<file path="config.mk">
export PLATFORM = sky130hd
export DESIGN_NAME = soc_irq_ctrl
export DESIGN_NICKNAME = d
export VERILOG_FILES = /design/src/rtl/soc_irq_pkg.sv /design/src/rtl/irq_sync.sv /design/src/rtl/soc_irq_ctrl.sv
export SDC_FILE = /design/constraint.sdc
export NUM_CORES = 1
export LEC_CHECK = 0
export ABC_CLOCK_PERIOD_IN_PS = 3500
export BUFFER_PORTS_ARGS = -buffer_cell sky130_fd_sc_hd__buf_4
export CAP_MARGIN = 20
export CORE_AREA = 2 2 74 76
export CTS_BUF_LIST = sky130_fd_sc_hd__clkbuf_4 sky130_fd_sc_hd__clkbuf_8
export CTS_CLUSTER_DIAMETER = 40
export DETAILED_ROUTE_END_ITERATION = 8
export DIE_AREA = 0 0 76 78
export PLACE_DENSITY = 0.84
export SETUP_SLACK_MARGIN = 0.3
export SYNTH_ARGS = -nofsm -noshare
export SYNTH_HDL_FRONTEND = slang
export SYNTH_SLANG_ARGS = --single-unit
</file>
<file path="constraint.sdc">
create_clock -name clk -period 3.5 [get_ports clk]
set_clock_uncertainty 0.1 [all_clocks]
set_input_delay 0.35 -clock clk [delete_from_list [all_inputs] [get_ports clk]]
set_output_delay 0.35 -clock clk [all_outputs]
set_load 0.02 [all_outputs]
</file>
<file path="src/rtl/soc_irq_pkg.sv">
// soc_irq_pkg: register map constants and priority encoder for soc_irq_ctrl.
package soc_irq_pkg;
   localparam logic [7:0] IRQ_OFF_RAW     = 8'h00;
   localparam logic [7:0] IRQ_OFF_PENDING = 8'h04;
   localparam logic [7:0] IRQ_OFF_ENABLE  = 8'h08;
   localparam logic [7:0] IRQ_OFF_MODE    = 8'h0C;
   localparam logic [7:0] IRQ_OFF_VECTOR  = 8'h10;
   localparam logic [7:0] IRQ_OFF_SWSET   = 8'h14;
   localparam int IRQ_VEC_VALID_BIT = 31;
   localparam int IRQ_MAX_SRC = 32;

   // Lowest set index wins; an empty vector encodes as 0.
   function automatic logic [4:0] irq_prio_enc(input logic [31:0] v);
      logic [4:0] id;
      id = '0;
      for (int i = IRQ_MAX_SRC - 1; i >= 0; i--)
         if (v[i]) id = 5'(i);
      return id;
   endfunction
endpackage

</file>
<file path="src/rtl/irq_sync.sv">
// irq_sync: parametrised-width 2-flop synchronizer, async active-low reset.
module irq_sync #(
   parameter int W = 8
) (
   input  logic         clk,
   input  logic         rst,
   input  logic [W-1:0] d,
   output logic [W-1:0] q
);
   logic [W-1:0] meta;
   always_ff @(posedge clk or negedge rst)
      if (!rst) {q, meta} <= '0;
      else {q, meta} <= {meta, d};
endmodule

</file>
<file path="src/rtl/soc_irq_ctrl.sv">
// soc_irq_ctrl: memory-mapped interrupt controller with enable, edge/level mode, W1C pending and SWSET.
// Define SOC_IRQ_SYNC_EN to pass sources through a 2-flop synchronizer.
module soc_irq_ctrl
   import soc_irq_pkg::*;
#(
   parameter int          NUM_SRC   = 8,
   parameter logic [31:0] BASE_ADDR = 32'h0000_0F00
) (
   input  logic               clk,
   input  logic               rst,
   input  logic [NUM_SRC-1:0] src,
   input  logic               we,
   input  logic [31:0]        addr,
   input  logic [31:0]        wdata,
   output logic [31:0]        rdata,
   output logic               irq,
   output logic [4:0]         irq_id
);
   logic [NUM_SRC-1:0] s_in, s, pend, en, mode, swl;
   logic [NUM_SRC-1:0] w1c, sws, rise, en_d, mode_d, swl_d, pend_d, wd, active;
   logic hit, wr, unused_wdata;
   logic [7:0] off;
   logic [31:0] vec;

`ifdef SOC_IRQ_SYNC_EN
   irq_sync #(.W(NUM_SRC)) u_sync (.clk(clk), .rst(rst), .d(src), .q(s_in));
`else
   assign s_in = src;
`endif

   assign hit = addr[31:8] == BASE_ADDR[31:8];
   assign off = addr[7:0];
   assign wr = we & hit;
   assign wd = wdata[NUM_SRC-1:0];
   assign unused_wdata = ^wdata;

   // s holds the previous sample, so s_in & ~s is the rising edge seen at this clock.
   always_comb begin
      w1c = (wr && off == IRQ_OFF_PENDING) ? wd : '0;
      sws = (wr && off == IRQ_OFF_SWSET) ? wd : '0;
      en_d = (wr && off == IRQ_OFF_ENABLE) ? wd : en;
      mode_d = (wr && off == IRQ_OFF_MODE) ? wd : mode;
      rise = s_in & ~s;
      swl_d = ~mode_d & ((swl & ~w1c) | sws);
      pend_d = (mode & mode_d & ((pend & ~w1c) | rise | sws)) | (~mode_d & (s_in | swl_d));
   end

   always_ff @(posedge clk or negedge rst)
      if (!rst) {s, pend, en, mode, swl} <= '0;
      else {s, pend, en, mode, swl} <= {s_in, pend_d, en_d, mode_d, swl_d};

   assign active = pend & en;
   assign irq = |active;
   assign irq_id = irq_prio_enc(32'(active));

   always_comb begin
      vec = 32'(irq_id);
      vec[IRQ_VEC_VALID_BIT] = irq;
      rdata = !hit ? '0 :
              off == IRQ_OFF_RAW     ? 32'(s) :
              off == IRQ_OFF_PENDING ? 32'(pend) :
              off == IRQ_OFF_ENABLE  ? 32'(en) :
              off == IRQ_OFF_MODE    ? 32'(mode) :
              off == IRQ_OFF_VECTOR  ? vec : '0;
   end
endmodule
</file>
* After elaboration in Yosys (flattened, before gate mapping) *
Cells that the tools add are included.

storage, ports and cells
  bits in writable memories = 0
  word-level logic and storage cells = 51
  bits in read-only memories = 0
  bits in registers = 40
  latch bits = 0
  output and inout port bits = 38
  memories kept = 0

cells by class
  bitwise logic cells = 17
  div/mod/pow operators = 0
  equal/unequal tests = 6
  $mul = 0
  muxes and demuxes = 17
  reductions and logical operators = 6
  shift operators = 0
  $lt $le $gt $ge = 0
  add/sub/neg operators = 0

operator list
  kind                 count
  $mux 32              6
  $and 8x8->8          8
  $or 8x8->8           5
  $mux 5               6
  $eq 24x4->1 const B  1
  $mux 8               3
  $not 8->8            3
  $eq 8x4->1 const B   2
  $eq 8x5->1 const B   2
  $eq 8x3->1 const B   1
  $logic_not 8->1      1
  $reduce_or 8->1      1
  $mux 3               2
  $logic_and 1x1->1    4
  $and 1x1->1          1

* Logic depth before layout (Yosys ltp) *
  depth after elaboration = 15
  mapped depth = 9
  gate-level depth less buffers = 6

* Worst setup path before layout *
Ideal clock, no wire load.

  kind = in2out
  start = input addr[13]
  end = output rdata[31]
  data arrival time = 1.779 ns
  setup slack = 1.271 ns
  stages on the path = 5
  path buffers = 1
  path through = nor4_4 nand2_2 or2_4 buf_2 nor3b_1

between the ends
  cells in the longest elaborated chain, start to end = 2

ends and longest elaborated chain
  what             RTL line            RTL
  start, declared  soc_irq_ctrl.sv:13  input logic [31:0] addr,
  $eq 24x4->1      soc_irq_ctrl.sv:31  assign hit = addr[31:8] == BASE_ADDR[31:8];
  $mux 32          soc_irq_ctrl.sv:59  rdata = !hit ? '0 :
  end, declared    soc_irq_ctrl.sv:15  output logic [31:0] rdata,

Every way passes these cells.

* Final worst setup path *
  start = input addr[2]
  end = output rdata[2]

between the ends
  cells in the longest elaborated chain, start to end = 7
  elaborated cells between the ends (all ways) = 11
  those cells by class = 4 x eq/ne; 6 x mux; 1 x reduce/logical

ends and longest elaborated chain
  what        RTL line            RTL
  $eq 8x5->1  soc_irq_ctrl.sv:64  off == IRQ_OFF_VECTOR ? vec : '0;
  $mux 32     soc_irq_ctrl.sv:64
  $mux 32     soc_irq_ctrl.sv:63  off == IRQ_OFF_MODE ? 32'(mode) :
  $mux 32     soc_irq_ctrl.sv:62  off == IRQ_OFF_ENABLE ? 32'(en) :
  $mux 32     soc_irq_ctrl.sv:61  off == IRQ_OFF_PENDING ? 32'(pend) :
  $mux 32 *   soc_irq_ctrl.sv:60  off == IRQ_OFF_RAW ? 32'(s) :
  $mux 32 *   soc_irq_ctrl.sv:59

Mark *: on every way between the ends. The rest lies on a longest branch, timed or not.

==> summary by stage <==
Logic synthesis
The cell type with the largest total area after synthesis is sky130_fd_sc_hd__dfrtp_1. The portion of synthesized cell area occupied by the leading cell type is 38.0%. The netlist uses 45 different library cells. The simple-gate portion of the synthesized area is between 20% and 30%. For this run, the number of Yosys warnings is 0.

The most used flip-flop cell after synthesis is sky130_fd_sc_hd__dfrtp_1. Of all flip-flops after synthesis, the portion carrying an async set or reset was 100%. Measured against the total synthesized area, the mux share comes to around 9.0%. In the post-synthesis netlist, the biggest area contributors are sky130_fd_sc_hd__dfrtp_1 38%, sky130_fd_sc_hd__buf_4 7.7%, sky130_fd_sc_hd__mux2_2 5.6%. Counting instances in the post-synthesis netlist gives the leading cell types as 40 x sky130_fd_sc_hd__dfrtp_1, 27 x sky130_fd_sc_hd__buf_4, 24 x sky130_fd_sc_hd__nand2_1.

The dominant combinational cell family by area after synthesis is simple AND/OR/NAND/NOR gates. The post-synthesis cell area is 2630 sq um. The cell count after synthesis came out at around 290.

Yosys mapped a number of flops with a built-in enable equal to 0. Synthesis inferred 40 register bits. Sequential elements use a little under two fifths of the synthesized area. The synthesized netlist devotes 0.333% of its cell area to XOR and XNOR gates. sky130_fd_sc_hd__dfrtp_1 is the most common cell in the netlist.

The share of the synthesized area in compound gates (AO/OA/AOI/OAI) is between 10% and 20%. The arithmetic-cell share of the synthesized area counting full adders, half adders and majority gates is 0%. The synthesized area divided by synthesized cell count is 9.24 sq um.

Detailed routing
The violation count after the first detailed-routing iteration is 238. The overall via count from detail_route is around 2.3k. The post-detailed-route count of antenna-violating nets is 0. The total wirelength of the detailed-routed design is 6.55 mm. The final routed DRC violation total is 0. The per-cell via count in the routed design is ~5.6. After detailed routing, the average wire length per cell comes to around 16 um. The number of detailed-route iterations in the first pass is 4.

Finish
The final antenna diode count is 0. The count of nets after finishing is 421. The final design utilization is 62.0%.

In the final layout, the share of cells above drive strength 1 is ~28%. After filler insertion, the fill cell instance count of the layout stands at roughly 460. Compared with the post-synthesis result, the final layout area differs by 18.8%.

Worst hold path
The startpoint of the worst hold path is src[3]. The worst hold path depth is 1. The path with the worst hold slack has its endpoint at s[3]. The path class of the tightest hold or removal check is in -> reg.

Timing
The highest attainable clock frequency is 0.408 GHz. The worst pin sits at a relative slew slack of 59.6%. After routing, the total negative slack on setup checks comes to 0 ns. The final worst-path cycle share is a little over two thirds. The count of final setup violators is 0. Setup repair after global routing left no endpoint under its margin. The total count of max-transition violations in the final report is 0.

After layout, the minimum clock period comes to between 2 and 2.5 ns. The actual slew at the worst max-slew pin is just over 0.6 ns. The number of endpoints with negative hold slack in the final report was 0.

Clock network
The clock root buffer is sky130_fd_sc_hd__clkbuf_8. Clock-pin slew was measured on the worst setup and hold paths at around 0.070 ns. The number of H-tree levels is 2. Clock latency on the worst-skew pair, taken at its later pin, is approximately 0.29 ns.

Post-CTS timing repair inserted 0 buffers for setup. The CTS tree is done. Counting every sink on the clock net gives 40. Post-CTS repair changed the size of 0 cells. The longest clock path from root to sink contains 2 buffers. The total CTS buffers is 5.

Floorplanning
After floorplanning, the core was sized to cover 5040 sq um. The die footprint is 5930 sq um. The number of placement rows is 26. The horizontal die dimension is ~76 um. The y dimension of the die is around 78 um. The top-level I/O count is approximately 110. The initial cell density of the core is a little over half.

Worst setup path
At the worst endpoint, the arrival time is around 2.0 ns. The maximum fanout encountered on the critical timing path is 17. The critical path is of the in -> out type. The critical path startpoint category is an input pin. The endpoint required time on the critical path is 3.05 ns. The worst register-to-register path begins at swl[1].

The critical path capture point type is an output pin. Counting cells, the worst reg-to-reg path comes to 4. The endpoint identified for the worst register-to-register timing path is pend[1]. The worst register-to-register path has a setup slack of around 2.2 ns.

Global routing
The initial antenna violation count was 0. The maximum number of pins on one net before global-route repair is ~40. The via count of the first global-routing pass came to 2208. Summed over all layers, the global routing overflow is 0. The first global-routing pass estimated approximately 11 mm of wire. The total global routing track utilization is a little under a quarter.

Placed design
Detailed placement ended at an HPWL of roughly 4.8 mm. The placer's final routability congestion estimate is just under 0.9. The count of buffers from port buffering is 63.

Power
Across the VDD grid, the largest voltage drop is approximately 0.30 mV. The analysis attributes to cell leakage a power of between 0.001 and 0.0015 uW. For this design the ratio of total power to cell area is 283 nW/um^2.

Job
The reported max-cap violation count is 0.

Run status
The run finished with clean final reports.
cell families after synthesis:
group,Yosys count
AO/OA/AOI/OAI,75
XOR/XNOR,1
flip-flops,40
other,1
buffers and inverters,54
multiplexers,22
AND/OR/NAND/NOR,92
sequential cells by signal, indices dropped and copies added, names as in the netlist:
name and flops:
en 8, mode 8, pend 8, s 8, swl 8
metal layers:
layer	wire length, um	part of all wire, %	global-route usage [%]	vias up
met1	2700	41	29.5	1108
met3	633	9.7	5.58	7
met2	3150	48	37.3	108
met4	70	1.1	7.64	0
met5	0	0	0	-
li1	-	-	-	1099
how the worst max path moves through the flow:
stage	startpoint	to	slack [ns]	cells past startpoint
finish	addr[2]	rdata[2]	1.05	7
global placement	addr[27]	swl[6]	0.86	8
CTS	pend[2]	rdata[2]	1.07	6
global route	pend[2]	rdata[2]	0.93	6
floorplan	addr[13]	rdata[31]	1.27	5
detailed placement	addr[2]	pend[1]	0.83	7
power breakdown:
group | switching, uW | internal, uW | total (uW) | leakage, uW
Combinational | 76.7 | 54.1 | 131 | 0.000939
Clock | 145 | 128 | 274 | 0.0000359
Sequential | 9.23 | 472 | 481 | 0.000522
Total | 231 | 654 | 885 | 0.00150
per-stage QoR:
stage	area [sq um]	hold slack (ns)	setup WS (ns)	power, uW	cells
2_1_floorplan	2720	-0.0456	1.27	570	309
3_3_place_gp	3050	0.259	0.863	616	408
3_5_place_dp	3050	0.261	0.831	619	408
4_1_cts	3130	0.0637	1.07	894	414
5_1_grt	3130	0.0625	0.932	925	414
6_report	3130	0.0712	1.05	885	414
critical path, cell delays in order:
cell                      delay, ns
sky130_fd_sc_hd__buf_4         0.22
sky130_fd_sc_hd__nor4b_4       0.29
sky130_fd_sc_hd__and2_1        0.41
sky130_fd_sc_hd__mux2i_1       0.13
sky130_fd_sc_hd__a32o_1        0.26
sky130_fd_sc_hd__a21oi_1       0.16
sky130_fd_sc_hd__buf_4         0.17
cells in the final DEF, fill, tap and decap left out, types with 5 or more instances in the layout:
cell and n:
sky130_fd_sc_hd__conb_1 25, sky130_fd_sc_hd__and2_1 10, sky130_fd_sc_hd__nand2b_1 7, sky130_fd_sc_hd__a22oi_1 8, sky130_fd_sc_hd__o31ai_1 8, sky130_fd_sc_hd__nand2_1 24, sky130_fd_sc_hd__nand3_1 12, sky130_fd_sc_hd__inv_1 18
sky130_fd_sc_hd__mux2_2 13, sky130_fd_sc_hd__o21ai_0 18, sky130_fd_sc_hd__buf_4 65, sky130_fd_sc_hd__nor2_1 12, sky130_fd_sc_hd__a21oi_1 16, sky130_fd_sc_hd__clkbuf_8 5, sky130_fd_sc_hd__dfrtp_1 40, sky130_fd_sc_hd__mux2i_1 9
sky130_fd_sc_hd__o2bb2ai_1 7, sky130_fd_sc_hd__o22ai_1 7
what timing repair did:
action,in CTS,in global routing
endpoints found under the hold margin,40,0
setup endpoints to repair,0,0
hold buffers,1,0
cell type report:
class | instances | area [sq um] | area share (%)
Multi-Input combinational cell | 215 | 1410 | 44.9
Sequential cell | 40 | 1000 | 32.0
Timing Repair Buffer | 66 | 498 | 15.9
Tap cell | 70 | 87.6 | 2.80
Clock buffer | 5 | 68.8 | 2.20
Inverter | 18 | 67.6 | 2.16
Note: power is estimated with default switching activity, not from simulation.
